[src/rtl/muldiv_pkg.sv]
`default_nettype none
// +------------------------------------------------------------------------+
// | Module   : muldiv_pkg                                                  |
// | Purpose  : Shared definitions for the EX-stage multiply/divide unit:   |
// |            operation encodings, FSM state encoding and default width.  |
// | Revision : 1.0  initial release                                        |
// +------------------------------------------------------------------------+
package muldiv_pkg;

  localparam int MD_WIDTH = 32;

  typedef enum logic [1:0] {
    OP_MULT  = 2'b00,
    OP_MULTU = 2'b01,
    OP_DIV   = 2'b10,
    OP_DIVU  = 2'b11
  } md_op_e;

  typedef enum logic [1:0] {
    IDLE = 2'd0,
    RUN  = 2'd1,
    FIX  = 2'd2,
    DONE = 2'd3
  } md_state_e;

endpackage
`default_nettype wire

[src/rtl/muldiv_iter_core.sv]
`default_nettype none
// +------------------------------------------------------------------------+
// | Module   : muldiv_iter_core                                            |
// | Purpose  : One shift-add (multiply) or restoring-subtract (divide)     |
// |            step per cycle on unsigned magnitudes.                      |
// |            Multiply: {hi,lo} ends as the 2*WIDTH product.              |
// |            Divide  : lo ends as quotient, hi as remainder.             |
// | Config   : MULDIV_DIV_EN builds the divide step; otherwise only the    |
// |            multiplier datapath exists.                                 |
// | Ports    : clk, rst         clock / sync active-high reset             |
// |            load             capture operands (a_mag, b_mag, is_div)    |
// |            step             perform one iteration                      |
// |            hi, lo           shift-register halves                      |
// | Revision : 1.0  initial release                                        |
// +------------------------------------------------------------------------+
module muldiv_iter_core
  import muldiv_pkg::*;
#(
  parameter int WIDTH = MD_WIDTH
) (
  input  logic             clk,
  input  logic             rst,
  input  logic             load,
  input  logic             step,
  input  logic             is_div,
  input  logic [WIDTH-1:0] a_mag,
  input  logic [WIDTH-1:0] b_mag,
  output logic [WIDTH-1:0] hi,
  output logic [WIDTH-1:0] lo
);

  logic [WIDTH-1:0] hi_q, hi_d;
  logic [WIDTH-1:0] lo_q, lo_d;
  logic [WIDTH-1:0] opnd_q, opnd_d;   // multiplicand or divisor
  logic [WIDTH:0]   mul_sum;

  // Add the multiplicand when the current multiplier LSB is set; the carry
  // becomes the new top bit after the right shift.
  assign mul_sum = {1'b0, hi_q} + (lo_q[0] ? {1'b0, opnd_q} : '0);

`ifdef MULDIV_DIV_EN
  logic             div_q, div_d;
  logic [WIDTH:0]   rem_sh;
  logic [WIDTH-1:0] rem_diff;
  logic             fits;

  // Remainder shifted left by one, pulling in the next dividend bit.
  assign rem_sh   = {hi_q, lo_q[WIDTH-1]};
  assign fits     = (rem_sh >= {1'b0, opnd_q});
  // When the divisor fits the difference is below 2^WIDTH, so WIDTH bits suffice.
  assign rem_diff = rem_sh[WIDTH-1:0] - opnd_q;
`else
  logic unused_is_div;
  assign unused_is_div = is_div;
`endif

  always_comb begin
    hi_d   = hi_q;
    lo_d   = lo_q;
    opnd_d = opnd_q;
`ifdef MULDIV_DIV_EN
    div_d  = div_q;
`endif
    if (load) begin
      hi_d   = '0;
`ifdef MULDIV_DIV_EN
      div_d  = is_div;
      lo_d   = is_div ? a_mag : b_mag;
      opnd_d = is_div ? b_mag : a_mag;
`else
      lo_d   = b_mag;
      opnd_d = a_mag;
`endif
    end else if (step) begin
`ifdef MULDIV_DIV_EN
      if (div_q) begin
        hi_d = fits ? rem_diff : rem_sh[WIDTH-1:0];
        lo_d = {lo_q[WIDTH-2:0], fits};
      end else
`endif
      begin
        {hi_d, lo_d} = {mul_sum, lo_q[WIDTH-1:1]};
      end
    end
  end

  always_ff @(posedge clk) begin
    if (rst) begin
      hi_q   <= '0;
      lo_q   <= '0;
      opnd_q <= '0;
`ifdef MULDIV_DIV_EN
      div_q  <= 1'b0;
`endif
    end else begin
      hi_q   <= hi_d;
      lo_q   <= lo_d;
      opnd_q <= opnd_d;
`ifdef MULDIV_DIV_EN
      div_q  <= div_d;
`endif
    end
  end

  assign hi = hi_q;
  assign lo = lo_q;

endmodule
`default_nettype wire

[src/rtl/ex_muldiv_unit.sv]
`default_nettype none
// +------------------------------------------------------------------------+
// | Module   : ex_muldiv_unit                                              |
// | Purpose  : Iterative MULT/MULTU/DIV/DIVU engine in EX. Owns HI/LO,     |
// |            serves MTHI/MTLO, and requests a stall while busy.          |
// | Config   : MULDIV_DIV_EN enables DIV/DIVU; without it ops 10/11 are    |
// |            ignored and no divider is built.                            |
// | Ports    : CLK, RESET              clock / sync active-high reset      |
// |            I_MD_Start/Op/A/B       operation issue from ID/EX          |
// |            I_MD_HiWr/LoWr/WData    MTHI / MTLO                         |
// |            I_MD_HiLoRd             MFHI/MFLO pending in ID             |
// |            I_MD_Flush              abort in-flight op                  |
// |            O_MD_HI/LO              architectural HI/LO                 |
// |            O_MD_Busy/Done/Stall    status and hazard request           |
// | Revision : 1.0  initial release                                        |
// +------------------------------------------------------------------------+
module ex_muldiv_unit
  import muldiv_pkg::*;
#(
  parameter int WIDTH = MD_WIDTH,
  parameter int CNT_W = 6
) (
  input  logic             CLK,
  input  logic             RESET,
  input  logic             I_MD_Start,
  input  logic [1:0]       I_MD_Op,
  input  logic [WIDTH-1:0] I_MD_A,
  input  logic [WIDTH-1:0] I_MD_B,
  input  logic             I_MD_HiWr,
  input  logic             I_MD_LoWr,
  input  logic [WIDTH-1:0] I_MD_WData,
  input  logic             I_MD_HiLoRd,
  input  logic             I_MD_Flush,
  output logic [WIDTH-1:0] O_MD_HI,
  output logic [WIDTH-1:0] O_MD_LO,
  output logic             O_MD_Busy,
  output logic             O_MD_Done,
  output logic             O_MD_Stall
);

  md_state_e          state_q, state_d;
  logic [CNT_W-1:0]   cnt_q, cnt_d;
  logic [WIDTH-1:0]   hi_q, hi_d, lo_q, lo_d;
  logic               done_q, done_d;
  logic               is_div_q, is_div_d;
  logic               neg_res_q, neg_res_d;   // product/quotient sign
  logic               neg_rem_q, neg_rem_d;   // remainder follows dividend
  logic               b_zero_q, b_zero_d;

  logic               op_ok, accept, is_div_op, signed_op, a_neg, b_neg;
  logic               core_step;
  logic [WIDTH-1:0]   a_mag, b_mag, core_hi, core_lo;
  logic [2*WIDTH-1:0] prod, prod_fix;
  logic [WIDTH-1:0]   quo_fix, rem_fix;

`ifdef MULDIV_DIV_EN
  assign op_ok = 1'b1;
`else
  assign op_ok = ~I_MD_Op[1];
`endif

  assign O_MD_Busy  = (state_q == RUN) || (state_q == FIX);
  assign O_MD_Done  = done_q;
  assign O_MD_HI    = hi_q;
  assign O_MD_LO    = lo_q;
  assign O_MD_Stall = O_MD_Busy & (I_MD_HiLoRd | I_MD_Start | I_MD_HiWr | I_MD_LoWr);

  // Flush in IDLE/DONE has no state effect but still suppresses a Start.
  assign accept    = I_MD_Start & ~O_MD_Busy & ~I_MD_Flush & op_ok;
  assign is_div_op = I_MD_Op[1];
  assign signed_op = ~I_MD_Op[0];
  assign a_neg     = signed_op & I_MD_A[WIDTH-1];
  assign b_neg     = signed_op & I_MD_B[WIDTH-1];
  assign a_mag     = a_neg ? -I_MD_A : I_MD_A;
  assign b_mag     = b_neg ? -I_MD_B : I_MD_B;
  assign core_step = (state_q == RUN);

  muldiv_iter_core #(
    .WIDTH (WIDTH)
  ) u_core (
    .clk    (CLK),
    .rst    (RESET),
    .load   (accept),
    .step   (core_step),
    .is_div (is_div_op),
    .a_mag  (a_mag),
    .b_mag  (b_mag),
    .hi     (core_hi),
    .lo     (core_lo)
  );

  // Sign fix-up applied in FIX. A zero divisor leaves |A| as remainder, so
  // re-applying the dividend sign restores A; the quotient is forced to ones.
  assign prod     = {core_hi, core_lo};
  assign prod_fix = neg_res_q ? -prod : prod;
  assign quo_fix  = b_zero_q ? '1 : (neg_res_q ? -core_lo : core_lo);
  assign rem_fix  = neg_rem_q ? -core_hi : core_hi;

  always_comb begin
    state_d   = state_q;
    cnt_d     = cnt_q;
    hi_d      = hi_q;
    lo_d      = lo_q;
    done_d    = 1'b0;
    is_div_d  = is_div_q;
    neg_res_d = neg_res_q;
    neg_rem_d = neg_rem_q;
    b_zero_d  = b_zero_q;
    case (state_q)
      IDLE, DONE: begin
        state_d = IDLE;
        if (accept) begin
          state_d   = RUN;
          cnt_d     = '0;
          is_div_d  = is_div_op;
          neg_res_d = a_neg ^ b_neg;
          neg_rem_d = a_neg;
          b_zero_d  = (I_MD_B == '0);
        end else begin
          if (I_MD_HiWr) hi_d = I_MD_WData;
          if (I_MD_LoWr) lo_d = I_MD_WData;
        end
      end
      RUN: begin
        if (I_MD_Flush) begin
          state_d = IDLE;
          cnt_d   = '0;
        end else if (cnt_q == CNT_W'(WIDTH - 1)) begin
          state_d = FIX;
          cnt_d   = '0;
        end else begin
          cnt_d = cnt_q + CNT_W'(1);
        end
      end
      FIX: begin
        state_d = IDLE;
        if (!I_MD_Flush) begin
          state_d = DONE;
          done_d  = 1'b1;
          if (is_div_q) begin
            hi_d = rem_fix;
            lo_d = quo_fix;
          end else begin
            hi_d = prod_fix[2*WIDTH-1:WIDTH];
            lo_d = prod_fix[WIDTH-1:0];
          end
        end
      end
      default: state_d = IDLE;
    endcase
  end

  always_ff @(posedge CLK) begin
    if (RESET) begin
      state_q   <= IDLE;
      cnt_q     <= '0;
      hi_q      <= '0;
      lo_q      <= '0;
      done_q    <= 1'b0;
      is_div_q  <= 1'b0;
      neg_res_q <= 1'b0;
      neg_rem_q <= 1'b0;
      b_zero_q  <= 1'b0;
    end else begin
      state_q   <= state_d;
      cnt_q     <= cnt_d;
      hi_q      <= hi_d;
      lo_q      <= lo_d;
      done_q    <= done_d;
      is_div_q  <= is_div_d;
      neg_res_q <= neg_res_d;
      neg_rem_q <= neg_rem_d;
      b_zero_q  <= b_zero_d;
    end
  end

endmodule
`default_nettype wire

[config.mk]
export PLATFORM = sky130hd
export DESIGN_NAME = ex_muldiv_unit
export DESIGN_NICKNAME = d
export VERILOG_FILES = /design/src/rtl/muldiv_pkg.sv /design/src/rtl/muldiv_iter_core.sv /design/src/rtl/ex_muldiv_unit.sv
export SDC_FILE = /design/constraint.sdc
export NUM_CORES = 1
export LEC_CHECK = 0
export CORE_ASPECT_RATIO = 0.75
export CORE_UTILIZATION = 41
export DETAILED_ROUTE_END_ITERATION = 12
export DONT_BUFFER_PORTS = 1
export GPL_TIMING_DRIVEN = 0
export PLACE_DENSITY_LB_ADDON = 0.1
export SYNTH_ARGS = -nofsm -noshare
export SYNTH_HDL_FRONTEND = slang
export SYNTH_SLANG_ARGS = --single-unit
[constraint.sdc]
create_clock -name CLK -period 4.3 [get_ports CLK]
set_input_delay 0.86 -clock CLK [delete_from_list [all_inputs] [get_ports CLK]]
set_output_delay 0.86 -clock CLK [all_outputs]
set_load 0.1 [all_outputs]
# Word level (Yosys, flattened, before mapping)
# Index checks and enable logic that the tools add are counted.
[totals]
reg_bits = 173
latchBits = 0
ramBits = 0
rom_bits = 0
elab_cells = 86
memories = 0
[classes]
addsub = 7
n_mul = 0
n_div = 0
n_lt_le_gt_ge = 0
n_eq_ne = 10
n_shift = 0
mux = 29
bitwise_logic = 15
n_reduce_logical = 13
[ops]
columns = ["cell", "n"]
rows = [
  ["$mux W32", 16],
  ["$neg A32 Y32", 4],
  ["$pmux W32 S2", 2],
  ["$mux W64", 1],
  ["$neg A64 Y64", 1],
  ["$add A32 B33 Y33", 1],
  ["$logic_not A32 Y1", 1],
  ["$mux W6", 3],
  ["$pmux W6 S2", 1],
  ["$ne A2 B2 Y1 const B", 5],
  ["$reduce_and A4 Y1", 2],
  ["$add A6 B1 Y6 const B", 1],
  ["$and A1 B1 Y1", 6],
  ["$eq A6 B5 Y1 const B", 1],
  ["$mux W2", 3],
  ["$pmux W2 S3", 1],
  ["$reduce_bool A2 Y1", 3],
  ["$reduce_or A2 Y1", 3],
  ["$not A1 Y1", 5],
  ["$eq A2 B2 Y1 const B", 2],
  ["$reduce_and A2 Y1", 2],
  ["$ne A3 B2 Y1 const B", 1],
  ["$or A1 B1 Y1", 3],
  ["$eq A2 B1 Y1 const B", 1],
  ["other kinds (4)", 5],
]

# Longest topological paths before layout
# Gate-level depths: netlist of run 1.
[logic_depth]
word_depth = 8
depth_mapped = 13
ltp_nobuf = 11

# Modules after synthesis
# A second synthesis of run 1 with hierarchy kept.
[hier_totals]
cells_unflattened = 1607
area_unflattened_um2 = 12435.7
[by_module_without_submodules]
columns = ["mod", "instances", "cells_each", "area_per_inst_um2"]
rows = [
  ["ex_muldiv_unit", 1, 935, 6857.8],
  ["muldiv_iter_core", 1, 672, 5577.8],
]

# Least setup slack after synthesis of run 1
# Ideal clock, no wire load.
[synth_path]
kind = "reg-to-reg"
startpoint = "register u_core.lo_q[0] (netlist: u_core.lo[0])"
endpoint = "register u_core.hi_q[30] (netlist: u_core.hi[30])"
arrival_time_ns = 3.096
setup_slack_ns = 1.142
stages_incl_launch_ff = 13
path_buffers = 2
path_cell_list = "dfxtp_1 clkbuf_1 clkbuf_1 and2_1 ha_1 a211o_1 a211oi_1 nor4b_1 o31ai_1 a21oi_1 and4_1 or4_1 nand3_1"
[synth_between]
elab_chain_cells = 2
[synth_rtl]
columns = ["item", "line", "text"]
rows = [
  ["start: declaration", "muldiv_iter_core.sv:33", "logic [WIDTH-1:0] lo_q, lo_d;"],
  ["start signal: assignment", "muldiv_iter_core.sv:97", "lo_q <= lo_d;"],
  ["$mux W32", "muldiv_iter_core.sv:39", "assign mul_sum = {1'b0, hi_q} + (lo_q[0] ? {1'b0, opnd_q} : '0);"],
  ["$add A32 B33 Y33", "muldiv_iter_core.sv:39", ""],
  ["end signal: assignment", "muldiv_iter_core.sv:96", "hi_q <= hi_d;"],
  ["end: declaration", "muldiv_iter_core.sv:32", "logic [WIDTH-1:0] hi_q, hi_d;"],
]
# No other way between the ends.
# A chain may end at the register's enable or synchronous reset.

# Worst setup path in the final report of run 1
[layout_path]
startpoint = "register state_q[0]"
endpoint = "register b_zero_q"
[layout_between]
elab_chain_cells = 7
word_cells_on_any_way = 11
classes_between = "eq/ne: 3; bitwise: 4; reduce/logical: 4"
[layout_rtl]
columns = ["item", "line", "text"]
rows = [
  ["start: declaration", "ex_muldiv_unit.sv:41", "md_state_e state_q, state_d;"],
  ["start signal: assignment", "ex_muldiv_unit.sv:165", "state_q <= state_d;"],
  ["$eq A2 B1 Y1 or $eq A2 B2 Y1 (tied branches)", "ex_muldiv_unit.sv:62", "assign O_MD_Busy = (state_q == RUN) || (state_q == FIX);"],
  ["$logic_or A1 B1 Y1 (*)", "ex_muldiv_unit.sv:62", ""],
  ["net O_MD_Busy", "ex_muldiv_unit.sv:36", "output logic O_MD_Busy,"],
  ["$not A1 Y1 (*)", "ex_muldiv_unit.sv:69", "assign accept = I_MD_Start & ~O_MD_Busy & ~I_MD_Flush & op_ok;"],
  ["$and A1 B1 Y1 (*) (3 in series)", "ex_muldiv_unit.sv:69", ""],
  ["$reduce_and A2 Y1 (no source line) (*)", "-", ""],
  ["end signal: assignment", "ex_muldiv_unit.sv:173", "b_zero_q <= b_zero_d;"],
  ["end: declaration", "ex_muldiv_unit.sv:48", "logic b_zero_q, b_zero_d;"],
]
# The timed path passes the listed nets; every way through them passes the cells marked *.

==> qor.yml, run 1 <==
outcome: "finished, final reports clean"
die_x_um: 197.7
p_sw_uw: 1541
rsz0062_at_grt: "false"
cts_made_buffers: 17
drc: 0
finalSetupViolations: 0
seq_power_share_pct: 47.8
core_um2: 28120
fin_crit_ps: 4025
fin_setup_tns_ps: 0
skew_ps: 12.58
port-buffer-count: 0
p_int_uw: 2781
track_usage_pct: 29.49
antenna_found_initial: 0
synth_cells: 1493
place.gp.congestion: 0.9583
dr_wl_met2_um: 17080
endpoint_kind: "register"
p_clk_share_pct: 38.0
nNetsFinal: 1657
leakagePower_uw: 0.004620
hold_ws_ps: 449.6
cts.htree.levels: 4
yosysWarnings: 0
wl_met1_um: 21950
ios: 172
nFillCells: 2941
start_util_pct: 41.91
vias: 11510
crit_fanout: 10
clock-sinks: 173
rows: 53
critPathKind: "register to register"
drt_iter0_markers: 1221
hold_viol: 0
synth.distinct_cells: 71
clk_root_buffer_cell: "clkbuf_16"
final_antenna_net_count: 0
synthFlopType: "dfxtp_1"
fmax_mhz: 248.4
routed_wl_um: 43460
power_density_nw_per_um2: 335.5
synth_area_per_cell_um2: 7.892
synth_edf_count: 0
cts_tree: "done"
highest_layer: "met4"
grt_pass1_wl_um: 65100
yosysSeqAreaShare_pct: 29.39
dr.pass1.iters: 5
synth_seq_cells: 173
grt.overflow.total: 0
insertion_delay_ps: 450
die_h_um: 148.8
grt_pass1_vias: 10470
ir_worst_vdd_v: 0.0002229
synthArstFlopShare_pct: 0
final_cell_mix: "189 x nor2_1, 173 x dfxtp_1, 127 x a21oi_1, 90 x a211oi_1, 89 x nand2_1"
antenna_cells: 0
drv_slew: 0
dp_hpwl_um: 34700
min_path_type: "register to register"
grt_max_degree: 17
clk_pin_slew_ps: 70
critPathLaunchType: "register"
finalCritPeriodShare_pct: 93.60
area_delta_synth_final_pct: 9.335
syn_nets: 1638
syn-cell-area_um2: 11780
wl_per_cell_um: 22.76
route.met3.wl_um: 3777
p_sw_share_pct: 35.65
arrival_ps: 4400
combPwrFrac_pct: 14.3
drv_cap: 0
max-slew-margin-rel_pct: 27.60
die_area_um2: 29430
tightest_slew_ps: 1085
final_common_cell: "nor2_1"
clockBufferDepth: 2
layout-drive-gt1-share_pct: 4.199
via_per_inst: 6.029
worstPathRequired_ps: 4670
[final cells by class]
type | instances | area (um^2) | share of cell area [%]
buffer | 101 | 399.1 | 3.098
clock buffer | 18 | 439.2 | 3.409
clock inverter | 13 | 161.4 | 1.253
inverter | 22 | 86.33 | 0.6702
multi-input combinational | 1197 | 7851 | 60.95
sequential | 173 | 3463 | 26.88
tap | 385 | 481.7 | 3.739
[final timing paths]
check / to / startpoint / depth (start not counted) / slack, ps
max: b_zero_q$_SDFFE_PP0P_ / state_q[0]$_SDFFE_PP0P_ / 9 / 270
min reg2reg: u_core.opnd_q[0]$_SDFFE_PP0P_ / u_core.opnd_q[0]$_SDFFE_PP0P_ / 2 / 450
max reg2reg: b_zero_q$_SDFFE_PP0P_ / state_q[0]$_SDFFE_PP0P_ / 9 / 270
min: u_core.opnd_q[0]$_SDFFE_PP0P_ / u_core.opnd_q[0]$_SDFFE_PP0P_ / 2 / 450
[per-stage QoR]
stage | utilization, % | cells | total power (uW) | worst slack (ps) | instance area, um^2
floorplan | - | 1493 | 2510 | 1142 | 11780
global placement | 43.62 | 1878 | 2695 | 108.4 | 12260
detailed placement | 43.63 | 1878 | 2700 | 19.37 | 12270
CTS | 45.78 | 1909 | 4309 | 251.4 | 12870
global route | 45.82 | 1909 | 4445 | 49.13 | 12880
finish | 45.82 | 1909 | 4322 | 275.0 | 12880
[layer usage]
layer | global-route usage (%) | up-vias
met5 | 0 | -
met1 | 45.92 | 5442
met2 | 40.39 | 507
li1 | - | 5513
met3 | 6.511 | 47
met4 | 6.124 | 0
[what timing repair did]
item,in CTS,in global routing
hold endpoints to repair,0,0
setup endpoints to repair,1,2
setup buffers,0,0
hold buffers,0,0
gates resized for setup,1,4
[critical path, stage by stage (launching register included)]
cell and delay (ps):
dfxtp_1 360, inv_1 50, ha_1 260, clkbuf_1 370, clkinvlp_4 610, nor3_2 890
clkbuf_1 440, buf_1 490, nand3_1 260, a21oi_1 190
[synthesized netlist by cell type, types with 15 or more instances]
cell | instances | area share [%]
clkbuf_1 | 80 | 2.5
nand2b_1 | 16 | 0.85
ha_1 | 39 | 4.1
or3_1 | 25 | 1.3
buf_1 | 16 | 0.51
inv_1 | 22 | 0.70
mux2i_1 | 55 | 4.7
nand2_1 | 89 | 2.8
nand3_1 | 24 | 1.0
o31ai_1 | 21 | 1.3
o221ai_1 | 18 | 1.3
or4_1 | 15 | 0.96
xnor2_1 | 74 | 5.5
nor3_1 | 29 | 1.2
a21oi_1 | 127 | 5.4
dfxtp_1 | 173 | 29
xor2_1 | 66 | 4.9
nor4_1 | 23 | 1.2
a211oi_1 | 91 | 5.8
a21o_1 | 18 | 1.1
o21ai_0 | 59 | 2.5
and2_1 | 40 | 2.1
nor2_1 | 190 | 6.1
[kinds of logic after synthesis]
kind of cell	count (synthesis)	share of synthesized area (%)
xor gates and xnor gates	140	10.41
adders and majority gates	40	4.311
DFF	173	29.39
buffers and inverters	123	4.078
AOI/OAI and AO/OA	440	25.00
and+or+nand+nor	522	22.14
muxes	55	4.672
[flip-flops by register name (all words and copies together) (netlist names), 2 cells and up]
| register | flops |
|---|---|
| state_q | 2 |
| O_MD_LO | 32 |
| u_core.opnd_q | 32 |
| cnt_q | 6 |
| u_core.lo | 32 |
| u_core.hi | 32 |
| O_MD_HI | 32 |
[power groups by stage]
stage | Combinational (uW) | Clock, uW | Sequential [uW]
2_1_floorplan | 439 | 0 | 2070
3_3_place_gp | 595 | 0 | 2100
3_5_place_dp | 598 | 0 | 2100
4_1_cts | 602 | 1640 | 2060
5_1_grt | 669 | 1700 | 2080
6_report | 616 | 1640 | 2060
Note: power is estimated with default switching activity, not from simulation.
==> run 2, diff against run 1 <==
- CORE_MARGIN: not set -> 5
- CORE_UTILIZATION: 41 -> 45
- PLACE_DENSITY_LB_ADDON: 0.1 -> not set
==> qor.yml, run 2 (same netlist as run 1, synthesis figures left out) <==
wl_per_cell_um: 22.71
drc: 0
hold_buffers: 0
routed_wl_um: 42460
clk_pin_slew_ps: 80
fin_setup_tns_ps: 0
antenna_found_initial: 0
dp_hpwl_um: 33780
grt_max_degree: 19
port-buffer-count: 0
cts_tree: "done"
final_cell_mix: "189 x nor2_1, 173 x dfxtp_1, 127 x a21oi_1, 90 x a211oi_1, 89 x nand2_1"
slowest_stage: "clkbuf_1"
total_power_uw: 4252
crit_path_end: "u_core.hi[30]$_SDFFE_PP0P_"
crit_fanout: 10
via_per_inst: 6.151
fmax_mhz: 253.0
final_antenna_net_count: 0
max_stage_delay_ps: 580
tightest_slew_ps: 1070
path_cells: "inv_1 -> ha_1 -> clkbuf_1 -> inv_1 -> or3_1 -> clkbuf_1 -> nand2b_1 -> clkbuf_1 -> clkbuf_1 -> nor2_1 -> o21ai_0 -> nand3_1"
place.gp.congestion: 0.9846
drv_cap: 0
post_cts_buffers: 0
timing.rr.start: "state_q[0]$_SDFFE_PP0P_"
track_usage_pct: 27.91
crit_top_cell: "clkbuf_1"
leakagePower_uw: 0.004623
power_density_nw_per_um2: 331.9
antenna_cells: 0
grt_pass1_wl_um: 64070
die_x_um: 196.8
critPathKind: "register to register"
vias: 11500
nNetsFinal: 1658
die_h_um: 150.1
cts.htree.levels: 4
die_area_um2: 29550
rsz0062_at_grt: "false"
worstPathRequired_ps: 4630
insertion_delay_ps: 450
placed_cells: 1837
drv_slew: 0
nFillCells: 2650
rr_endpoint: "u_core.hi[30]$_SDFFE_PP0P_"
final_common_cell: "nor2_1"
arrival_ps: 4280
endpoint_kind: "register"
r2r_cells: 12
area_delta_synth_final_pct: 8.729
min_path_type: "register to register"
cts_made_buffers: 17
finalSetupViolations: 0
critPathLaunch: "state_q[0]$_SDFFE_PP0P_"
critPathLaunchType: "register"
r2r_setup_slack_ps: 350
core_um2: 25910
layout-drive-gt1-share_pct: 4.063
fin_cells: 1870
cts_resized: 0
grt_pass1_vias: 10590
rows: 51
start_util_pct: 45.48
ir_worst_vdd_v: 0.0002683
dr.pass1.iters: 6
max-slew-margin-rel_pct: 28.57
clockBufferDepth: 2
clk_root_buffer_cell: "clkbuf_16"
clock-sinks: 173
fin_crit_ps: 3952
drt_iter0_markers: 1141
grt.overflow.total: 0
finalCritPeriodShare_pct: 91.90
hold_viol: 0
skew_ps: 15.40
outcome: "finished, final reports clean"
ios: 172
run 2: changes by cell type in the layout (fill, tap and decap cells not counted), moves of 2 or more:
cell and change:
bufinv_16 -2, clkbuf_1 +2, clkinv_4 -2, inv_8 +5
run 2: report_power, final:
part	switching [uW]	leakage (uW)	internal, uW	total, uW
Sequential	387	0.00141	1680	2070
Combinational	396	0.00293	216	612
Clock	780	0.000285	794	1570
run 2: metal layers:
metal | track usage (%) | vias up | wire length (um)
met5 | 0 | - | 0
met4 | 5.232 | 0 | 569
met3 | 8.345 | 46 | 4899
met2 | 38.87 | 531 | 16890
met1 | 42.46 | 5411 | 20110
li1 | - | 5515 | -
run 2: through the flow:
stage | worst slack (ps) | hold slack, ps | area [um^2] | utilization, %
2_1_floorplan | 1142 | 427.3 | 11780 | -
3_3_place_gp | 150.5 | 438.9 | 12210 | 47.14
3_5_place_dp | 139.8 | 444.4 | 12220 | 47.15
4_1_cts | 105.0 | 454.0 | 12800 | 49.41
5_1_grt | 107.3 | 476.7 | 12810 | 49.45
6_report | 348.1 | 454.1 | 12810 | 49.45
run 2: final cells by class:
class	count	area, um^2	share of cell area (%)
multi-input cells	1197	7846	61.25
flip-flops and latches	173	3463	27.03
plain buffers	101	397.9	3.106
well taps	344	430.4	3.360
clock buffers	19	442.9	3.457
clock inverters	13	142.6	1.113
inverters	22	82.58	0.6446
repair buffers	1	5.005	0.03907
run 2: worst min path at each step:
stage,start,to,cells past startpoint
5_1_grt,u_core.opnd_q[0]$_SDFFE_PP0P_,u_core.opnd_q[0]$_SDFFE_PP0P_,2
3_3_place_gp,u_core.opnd_q[0]$_SDFFE_PP0P_,u_core.opnd_q[0]$_SDFFE_PP0P_,2
3_5_place_dp,u_core.opnd_q[0]$_SDFFE_PP0P_,u_core.opnd_q[0]$_SDFFE_PP0P_,2
2_1_floorplan,u_core.opnd_q[30]$_SDFFE_PP0P_,u_core.opnd_q[30]$_SDFFE_PP0P_,2
6_report,u_core.opnd_q[0]$_SDFFE_PP0P_,u_core.opnd_q[0]$_SDFFE_PP0P_,2
4_1_cts,u_core.opnd_q[0]$_SDFFE_PP0P_,u_core.opnd_q[0]$_SDFFE_PP0P_,2
run 2: worst max-delay path, delay by kind of cell, from the launching register on:
family / cells / cell delay [ps]
fa+ha+maj: 1 / 260
compound gates: 1 / 100
flops: 1 / 350
buf+inv: 6 / 2230
simple gates: 4 / 890
